## config.mk

```make
export PLATFORM = sky130hd
export DESIGN_NAME = adc_reg_init_seq
export DESIGN_NICKNAME = d
export VERILOG_FILES = /design/src/rtl/adc_cfg_pkg.sv /design/src/rtl/adc_init_rom.sv /design/src/rtl/adc_reg_init_seq.sv
export SDC_FILE = /design/constraint.sdc
export NUM_CORES = 1
export LEC_CHECK = 0
export CORE_UTILIZATION = 35
export CTS_CLUSTER_DIAMETER = 150
export DETAILED_ROUTE_END_ITERATION = 10
export SLEW_MARGIN = 40
export SYNTH_ARGS = -nofsm -noshare
export SYNTH_HDL_FRONTEND = slang
export SYNTH_HIERARCHICAL = 1
export SYNTH_SLANG_ARGS = --single-unit
export TNS_END_PERCENT = 50
```

## constraint.sdc

```tcl
create_clock -name clk -period 3.7 [get_ports clk]
set_input_delay 0.555 -clock clk [delete_from_list [all_inputs] [get_ports clk]]
set_output_delay 0.555 -clock clk [all_outputs]
set_load 0.05 [all_outputs]
```

## src/rtl/adc_cfg_pkg.sv

```systemverilog
// Shared definitions for the ADC/DAC front-end power-up configuration
// sequencer: ROM entry field positions, error codes, FSM state encoding
// and a counter-width helper.
package adc_cfg_pkg;

  // Table entry layout: {verify_en[15], addr[14:8], data[7:0]}
  localparam int ENTRY_W    = 16;
  localparam int VERIFY_BIT = 15;
  localparam int ADDR_MSB   = 14;
  localparam int ADDR_LSB   = 8;
  localparam int DATA_MSB   = 7;
  localparam int DATA_LSB   = 0;
  localparam int ADDR_W     = 7;
  localparam int DATA_W     = 8;

  // err_code values
  localparam logic [1:0] ERR_NONE    = 2'd0;
  localparam logic [1:0] ERR_VERIFY  = 2'd1;
  localparam logic [1:0] ERR_TIMEOUT = 2'd2;

  typedef enum logic [3:0] {
    ST_IDLE  = 4'd0,
    ST_PWR   = 4'd1,
    ST_FETCH = 4'd2,
    ST_WR    = 4'd3,
    ST_RD    = 4'd4,
    ST_CHK   = 4'd5,
    ST_NEXT  = 4'd6,
    ST_DONE  = 4'd7,
    ST_FAIL  = 4'd8
  } state_t;

  // Bits needed to hold the value max_val (at least 1).
  function automatic int cnt_w(input int max_val);
    return (max_val < 2) ? 1 : $clog2(max_val + 1);
  endfunction

endpackage

```

## src/rtl/adc_init_rom.sv

```systemverilog
// Board-specific register initialisation table.
// Ports:
//   idx_i   - entry index
//   entry_o - {verify_en, addr[6:0], data[7:0]} for that index
// Indices without an entry return 0 (write 0x00 to address 0, no verify).
module adc_init_rom
  import adc_cfg_pkg::*;
#(
  parameter int NUM_REGS = 16,
  localparam int IDX_W   = $clog2(NUM_REGS) + 1
) (
  input  logic [IDX_W-1:0]   idx_i,
  output logic [ENTRY_W-1:0] entry_o
);

  always_comb begin
    entry_o = '0;
    // Compare as int so short index widths cannot alias case items.
    case (int'(idx_i))
      0:       entry_o = 16'h815A;  // verify, addr 0x01, data 0x5A
      1:       entry_o = 16'h023C;  // addr 0x02, data 0x3C
      2:       entry_o = 16'h8310;  // verify, addr 0x03, data 0x10
      3:       entry_o = 16'h0480;  // addr 0x04, data 0x80
      4:       entry_o = 16'h8507;  // verify, addr 0x05, data 0x07
      default: entry_o = '0;
    endcase
  end

endmodule

```

## src/rtl/adc_reg_init_seq.sv

```systemverilog
// Power-up configuration sequencer for the SPI register-access controller.
// Walks the init ROM and writes each entry, optionally reading it back and
// retrying on mismatch; reports busy/done/error.
// Ports:
//   clk, rst            - clock, async active-high reset
//   start               - begin a sequence (honoured in IDLE only)
//   busy/done/error     - status; done/error sticky until next start
//   err_addr/err_code   - failing address, 0 none/1 verify/2 timeout
//   cmd_write, write_*  - write request + address/data, ack cmd_write_ack
//   cmd_read, read_addr - read request + address, ack cmd_read_ack
//   read_data           - readback, valid in the cmd_read_ack cycle
//   dbg_state           - current FSM state
//
// Handshake: a request (cmd_write/cmd_read) is registered, stays high with
// its address/data frozen until the controller returns a one-cycle ack, and
// is low in the cycle after the ack. The two requests are never high
// together. A request with no ack within TIMEOUT cycles is dropped.
module adc_reg_init_seq
  import adc_cfg_pkg::*;
#(
  parameter int NUM_REGS   = 16,
  parameter int PWR_WAIT   = 50000,  // must be >= 1
  parameter int MAX_RETRY  = 3,
  parameter int TIMEOUT    = 4096,   // must be >= 1
  parameter bit AUTO_START = 1'b1
) (
  input  logic              clk,
  input  logic              rst,
  input  logic              start,
  output logic              busy,
  output logic              done,
  output logic              error,
  output logic [ADDR_W-1:0] err_addr,
  output logic [1:0]        err_code,
  output logic              cmd_write,
  output logic [ADDR_W-1:0] write_addr,
  output logic [DATA_W-1:0] write_data,
  input  logic              cmd_write_ack,
  output logic              cmd_read,
  output logic [ADDR_W-1:0] read_addr,
  input  logic [DATA_W-1:0] read_data,
  input  logic              cmd_read_ack,
  output state_t            dbg_state
);

  localparam int IDX_W  = $clog2(NUM_REGS) + 1;
  localparam int WAIT_W = cnt_w(PWR_WAIT);
  localparam int TMO_W  = cnt_w(TIMEOUT);
  localparam int RTY_W  = cnt_w(MAX_RETRY);

  state_t              state_q, state_d;
  logic [IDX_W-1:0]    idx_q, idx_d;
  logic [RTY_W-1:0]    retry_q, retry_d;
  logic [WAIT_W-1:0]   wait_q, wait_d;
  logic [TMO_W-1:0]    tmo_q, tmo_d;
  logic [ENTRY_W-1:0]  entry_q, entry_d;
  logic [DATA_W-1:0]   rdata_q, rdata_d;
  logic                auto_q, auto_d;
  logic                busy_q, busy_d;
  logic                done_q, done_d;
  logic                error_q, error_d;
  logic [ADDR_W-1:0]   err_addr_q, err_addr_d;
  logic [1:0]          err_code_q, err_code_d;
  logic                cmd_write_q, cmd_write_d;
  logic                cmd_read_q, cmd_read_d;

  logic [ENTRY_W-1:0]  rom_entry;
  logic [ADDR_W-1:0]   entry_addr;
  logic [DATA_W-1:0]   entry_data;
  logic                tmo_hit;

  adc_init_rom #(.NUM_REGS(NUM_REGS)) u_rom (
    .idx_i   (idx_q),
    .entry_o (rom_entry)
  );

  assign entry_addr = entry_q[ADDR_MSB:ADDR_LSB];
  assign entry_data = entry_q[DATA_MSB:DATA_LSB];
  // Last request cycle before the budget runs out.
  assign tmo_hit    = (tmo_q == TMO_W'(TIMEOUT - 1));

  always_ff @(posedge clk or posedge rst) begin
    if (rst) begin
      state_q     <= ST_IDLE;
      idx_q       <= '0;
      retry_q     <= '0;
      wait_q      <= '0;
      tmo_q       <= '0;
      entry_q     <= '0;
      rdata_q     <= '0;
      auto_q      <= AUTO_START;
      busy_q      <= 1'b0;
      done_q      <= 1'b0;
      error_q     <= 1'b0;
      err_addr_q  <= '0;
      err_code_q  <= ERR_NONE;
      cmd_write_q <= 1'b0;
      cmd_read_q  <= 1'b0;
    end else begin
      state_q     <= state_d;
      idx_q       <= idx_d;
      retry_q     <= retry_d;
      wait_q      <= wait_d;
      tmo_q       <= tmo_d;
      entry_q     <= entry_d;
      rdata_q     <= rdata_d;
      auto_q      <= auto_d;
      busy_q      <= busy_d;
      done_q      <= done_d;
      error_q     <= error_d;
      err_addr_q  <= err_addr_d;
      err_code_q  <= err_code_d;
      cmd_write_q <= cmd_write_d;
      cmd_read_q  <= cmd_read_d;
    end
  end

  always_comb begin
    state_d     = state_q;
    idx_d       = idx_q;
    retry_d     = retry_q;
    wait_d      = wait_q;
    tmo_d       = '0;  // only advances while a request waits for its ack
    entry_d     = entry_q;
    rdata_d     = rdata_q;
    auto_d      = auto_q;
    busy_d      = busy_q;
    done_d      = done_q;
    error_d     = error_q;
    err_addr_d  = err_addr_q;
    err_code_d  = err_code_q;
    cmd_write_d = cmd_write_q;
    cmd_read_d  = cmd_read_q;

    case (state_q)
      ST_IDLE: begin
        if (start || auto_q) begin
          auto_d     = 1'b0;
          done_d     = 1'b0;
          error_d    = 1'b0;
          err_code_d = ERR_NONE;
          err_addr_d = '0;
          busy_d     = 1'b1;
          idx_d      = '0;
          wait_d     = '0;
          state_d    = ST_PWR;
        end
      end
      ST_PWR: begin
        if (wait_q == WAIT_W'(PWR_WAIT - 1)) begin
          wait_d  = '0;
          state_d = ST_FETCH;
        end else begin
          wait_d = wait_q + 1'b1;
        end
      end
      ST_FETCH: begin
        entry_d     = rom_entry;
        retry_d     = '0;
        cmd_write_d = 1'b1;
        state_d     = ST_WR;
      end
      ST_WR: begin
        if (cmd_write_ack) begin
          cmd_write_d = 1'b0;
          if (entry_q[VERIFY_BIT]) begin
            cmd_read_d = 1'b1;  // write is low in this cycle, so no overlap
            state_d    = ST_RD;
          end else begin
            state_d = ST_NEXT;
          end
        end else if (tmo_hit) begin
          cmd_write_d = 1'b0;
          err_code_d  = ERR_TIMEOUT;
          err_addr_d  = entry_addr;
          state_d     = ST_FAIL;
        end else begin
          tmo_d = tmo_q + 1'b1;
        end
      end
      ST_RD: begin
        if (cmd_read_ack) begin
          rdata_d    = read_data;
          cmd_read_d = 1'b0;
          state_d    = ST_CHK;
        end else if (tmo_hit) begin
          cmd_read_d = 1'b0;
          err_code_d = ERR_TIMEOUT;
          err_addr_d = entry_addr;
          state_d    = ST_FAIL;
        end else begin
          tmo_d = tmo_q + 1'b1;
        end
      end
      ST_CHK: begin
        if (rdata_q == entry_data) begin
          state_d = ST_NEXT;
        end else if (retry_q < RTY_W'(MAX_RETRY)) begin
          retry_d     = retry_q + 1'b1;
          cmd_write_d = 1'b1;
          state_d     = ST_WR;
        end else begin
          err_code_d = ERR_VERIFY;
          err_addr_d = entry_addr;
          state_d    = ST_FAIL;
        end
      end
      ST_NEXT: begin
        if (idx_q == IDX_W'(NUM_REGS - 1)) begin
          state_d = ST_DONE;
        end else begin
          idx_d   = idx_q + 1'b1;
          state_d = ST_FETCH;
        end
      end
      ST_DONE: begin
        done_d  = 1'b1;
        busy_d  = 1'b0;
        state_d = ST_IDLE;
      end
      ST_FAIL: begin
        error_d = 1'b1;
        busy_d  = 1'b0;
        state_d = ST_IDLE;
      end
      default: state_d = ST_IDLE;
    endcase
  end

  assign busy       = busy_q;
  assign done       = done_q;
  assign error      = error_q;
  assign err_addr   = err_addr_q;
  assign err_code   = err_code_q;
  assign cmd_write  = cmd_write_q;
  assign write_addr = entry_addr;
  assign write_data = entry_data;
  assign cmd_read   = cmd_read_q;
  assign read_addr  = entry_addr;
  assign dbg_state  = state_q;

endmodule

```

==> flow_metrics.tcl <==
set metrics [dict create \
    cp-end-kind "output port" \
    tightest_slew_ns 0.686 \
    drive_above_1_share_pct 13.6 \
    cts_setup_buffers 0 \
    antenna_found_initial 0 \
    period_minus_slack_ns 2.57 \
    fin_area_um2 5030 \
    syn_to_final_growth_pct 16.4 \
    dr.pass1.iters 4 \
    post-route-period-util_pct 69.4 \
    crit_path_cell_trace "clkdlybuf4s50_1" \
    cts_tree "yes" \
    synthFlopType "dfrtp_1" \
    viasPerCell 5.14 \
    rows 40 \
    ys_ff_latch 79 \
    setup.worst_path.start_class "register" \
    clk_latency_ns 0.34 \
    core_area_um2 12000 \
    antenna_cells 0 \
    yosysUniqueCellTypes 63 \
    wl_um 9150 \
    synth_cells 426 \
    grt_first_pass_wirelength_um 15000 \
    htreeDepth 3 \
    io_buffers 52 \
    final_antenna_net_count 0 \
    seq_area_frac_synth_pct 45.7 \
    clockBufferDepth 2 \
    clkSinkCount 79 \
    wl_per_cell_um 15.2 \
    slew_violations 0 \
    cp_max_fo 20 \
    finClkSkew_ns 0.00648 \
    ios 53 \
    cts_buffers 9 \
    crit_required_ns 3.14 \
    rsz0062_at_grt "no" \
    netlist_area_um2 4330 \
    finalHoldViolCount 0 \
    cp_slowest_stage_delay_ns 0.92 \
    chipWidth_um 113 \
    layout_common_cells "dfrtp_1 (78), clkdlybuf4s50_1 (52), nand2_1 (37), nor2_1 (36), mux2_2 (25)" \
    synth_area_per_cell_um2 10.2 \
    powerDensity_nw_per_um2 775 \
    holdBufCountCts 0 \
    die_h_um 113 \
    grt_util_all_layers_pct 15.1 \
    worst-path-buf-inv 1 \
    place.gp.congestion 0.870 \
    setup_viol 0 \
    root_buffer "clkbuf_16" \
    grt_pass1_vias 3040 \
    place_hpwl_um 6540 \
    vias 3095 \
    slowest_stage "clkdlybuf4s50_1" \
    outcome "completed" \
    grt_max_degree 35 \
    die_area_um2 12800 \
    cp_top_family "buffers and inverters" \
    cap_violations 0 \
    slew_headroom_pct 53.9 \
    final_net_count 468 \
    async_reset_ff_share_pct 100 \
    critical_path_class "register to output port" \
    power.leakage_uw 0.00211 \
    place_area_um2 4740 \
    hp-class "register to register" \
    grt_overflow 0 \
    layout_commonest_cell "dfrtp_1" \
    cts_resized 0 \
    drtIter0Drc 128 \
    cp.arrival_ns 2.01 \
    max_freq_mhz 389 \
    yosysWarnings 6 \
    initial_utilization_pct 36.0 \
    drc_errors 0 \
    clkTransAtPathRegs_ns 0.06 \
    vdd_drop_max_mv 0.320 \
    synth_edf_count 0 \
    tns_ns 0 \
]
## kinds of logic after synthesis
logic type               share of synthesized area [%]
multiplexers                                      8.36
AND/OR/NAND/NOR                                   20.2
XOR/XNOR                                          5.47
flip-flops                                        45.7
adder cells (fa/ha/maj)                           1.45
buffers and inverters                             8.91
other                                           0.0867
AO/OA/AOI/OAI                                     9.78
## registers in the layout, indices dropped and copies added (netlist names)
| register | flops |
|---|---|
| cmd_write | 1 |
| error | 1 |
| retry_q | 2 |
| auto_q | 1 |
| entry_q | 16 |
| done | 1 |
| cmd_read | 1 |
| err_code | 2 |
| tmo_q | 13 |
| dbg_state | 4 |
| rdata_q | 8 |
| busy | 1 |
| wait_q | 16 |
| err_addr | 7 |
| idx_q | 5 |
## where the power goes
| group | internal [uW] | switching (uW) |
|---|---|---|
| sequential | 1060 | 235 |
| combinational | 662 | 1080 |
| clock | 520 | 346 |
## metrics by stage
| stage | setup WS, ns | util, % | hold WS, ns | total power [uW] | std cells |
|---|---|---|---|---|---|
| 2_1_floorplan | 1.12 | - | 0.455 | 2710 | 429 |
| 3_3_place_gp | 1.33 | 39.5 | 0.476 | 3040 | 586 |
| 3_5_place_dp | 1.31 | 39.5 | 0.490 | 3060 | 586 |
| 4_1_cts | 1.11 | 41.9 | 0.501 | 3950 | 602 |
| 5_1_grt | 1.05 | 41.9 | 0.523 | 4130 | 602 |
| 6_report | 1.13 | 41.9 | 0.494 | 3900 | 602 |
## cell usage after synthesis (all sizes together) (10+ instances only)
library cell | instances | area share (%)
dfrtp | 78 | 45
nor3 | 12 | 1.4
nand3 | 14 | 1.6
nand4 | 10 | 1.4
inv | 19 | 1.6
nand2 | 38 | 3.5
mux2 | 25 | 6.5
o21ai | 14 | 1.6
nor2 | 37 | 3.4
xnor2 | 19 | 3.8
buf | 40 | 6.7
## area by class of cell
type	instances	area, um2
timing repair buffer	54	536
multi-input combinational	287	1970
sequential	79	1980
clock buffer	10	229
inverter	19	72.6
clock inverter	6	61.3
fill	1166	6980
tap	147	184
## final timing paths
path,startpoint,to,slack [ns],depth (start not counted)
worst min register to register,tmo_q[0],tmo_q[0],0.49,1
worst min-delay path,tmo_q[0],tmo_q[0],0.49,1
worst max-delay path,dbg_state[2],dbg_state[2],1.13,1
min in group asynchronous,rst,tmo_q[9],0.59,2
max in group asynchronous,rst,idx_q[2],2.31,3
worst max register to register,dbg_state[2],err_addr[1],1.33,5
## routing by layer
metal	share of wire [%]	wire length [um]	track usage, %	up-vias
li1	-	-	-	1506
met1	46	4240	19.2	1522
met2	48	4420	25.0	55
met3	3.9	359	3.96	12
met4	1.4	128	5.18	0
met5	0	0	0	-
Note: power is estimated with default switching activity, not from simulation.
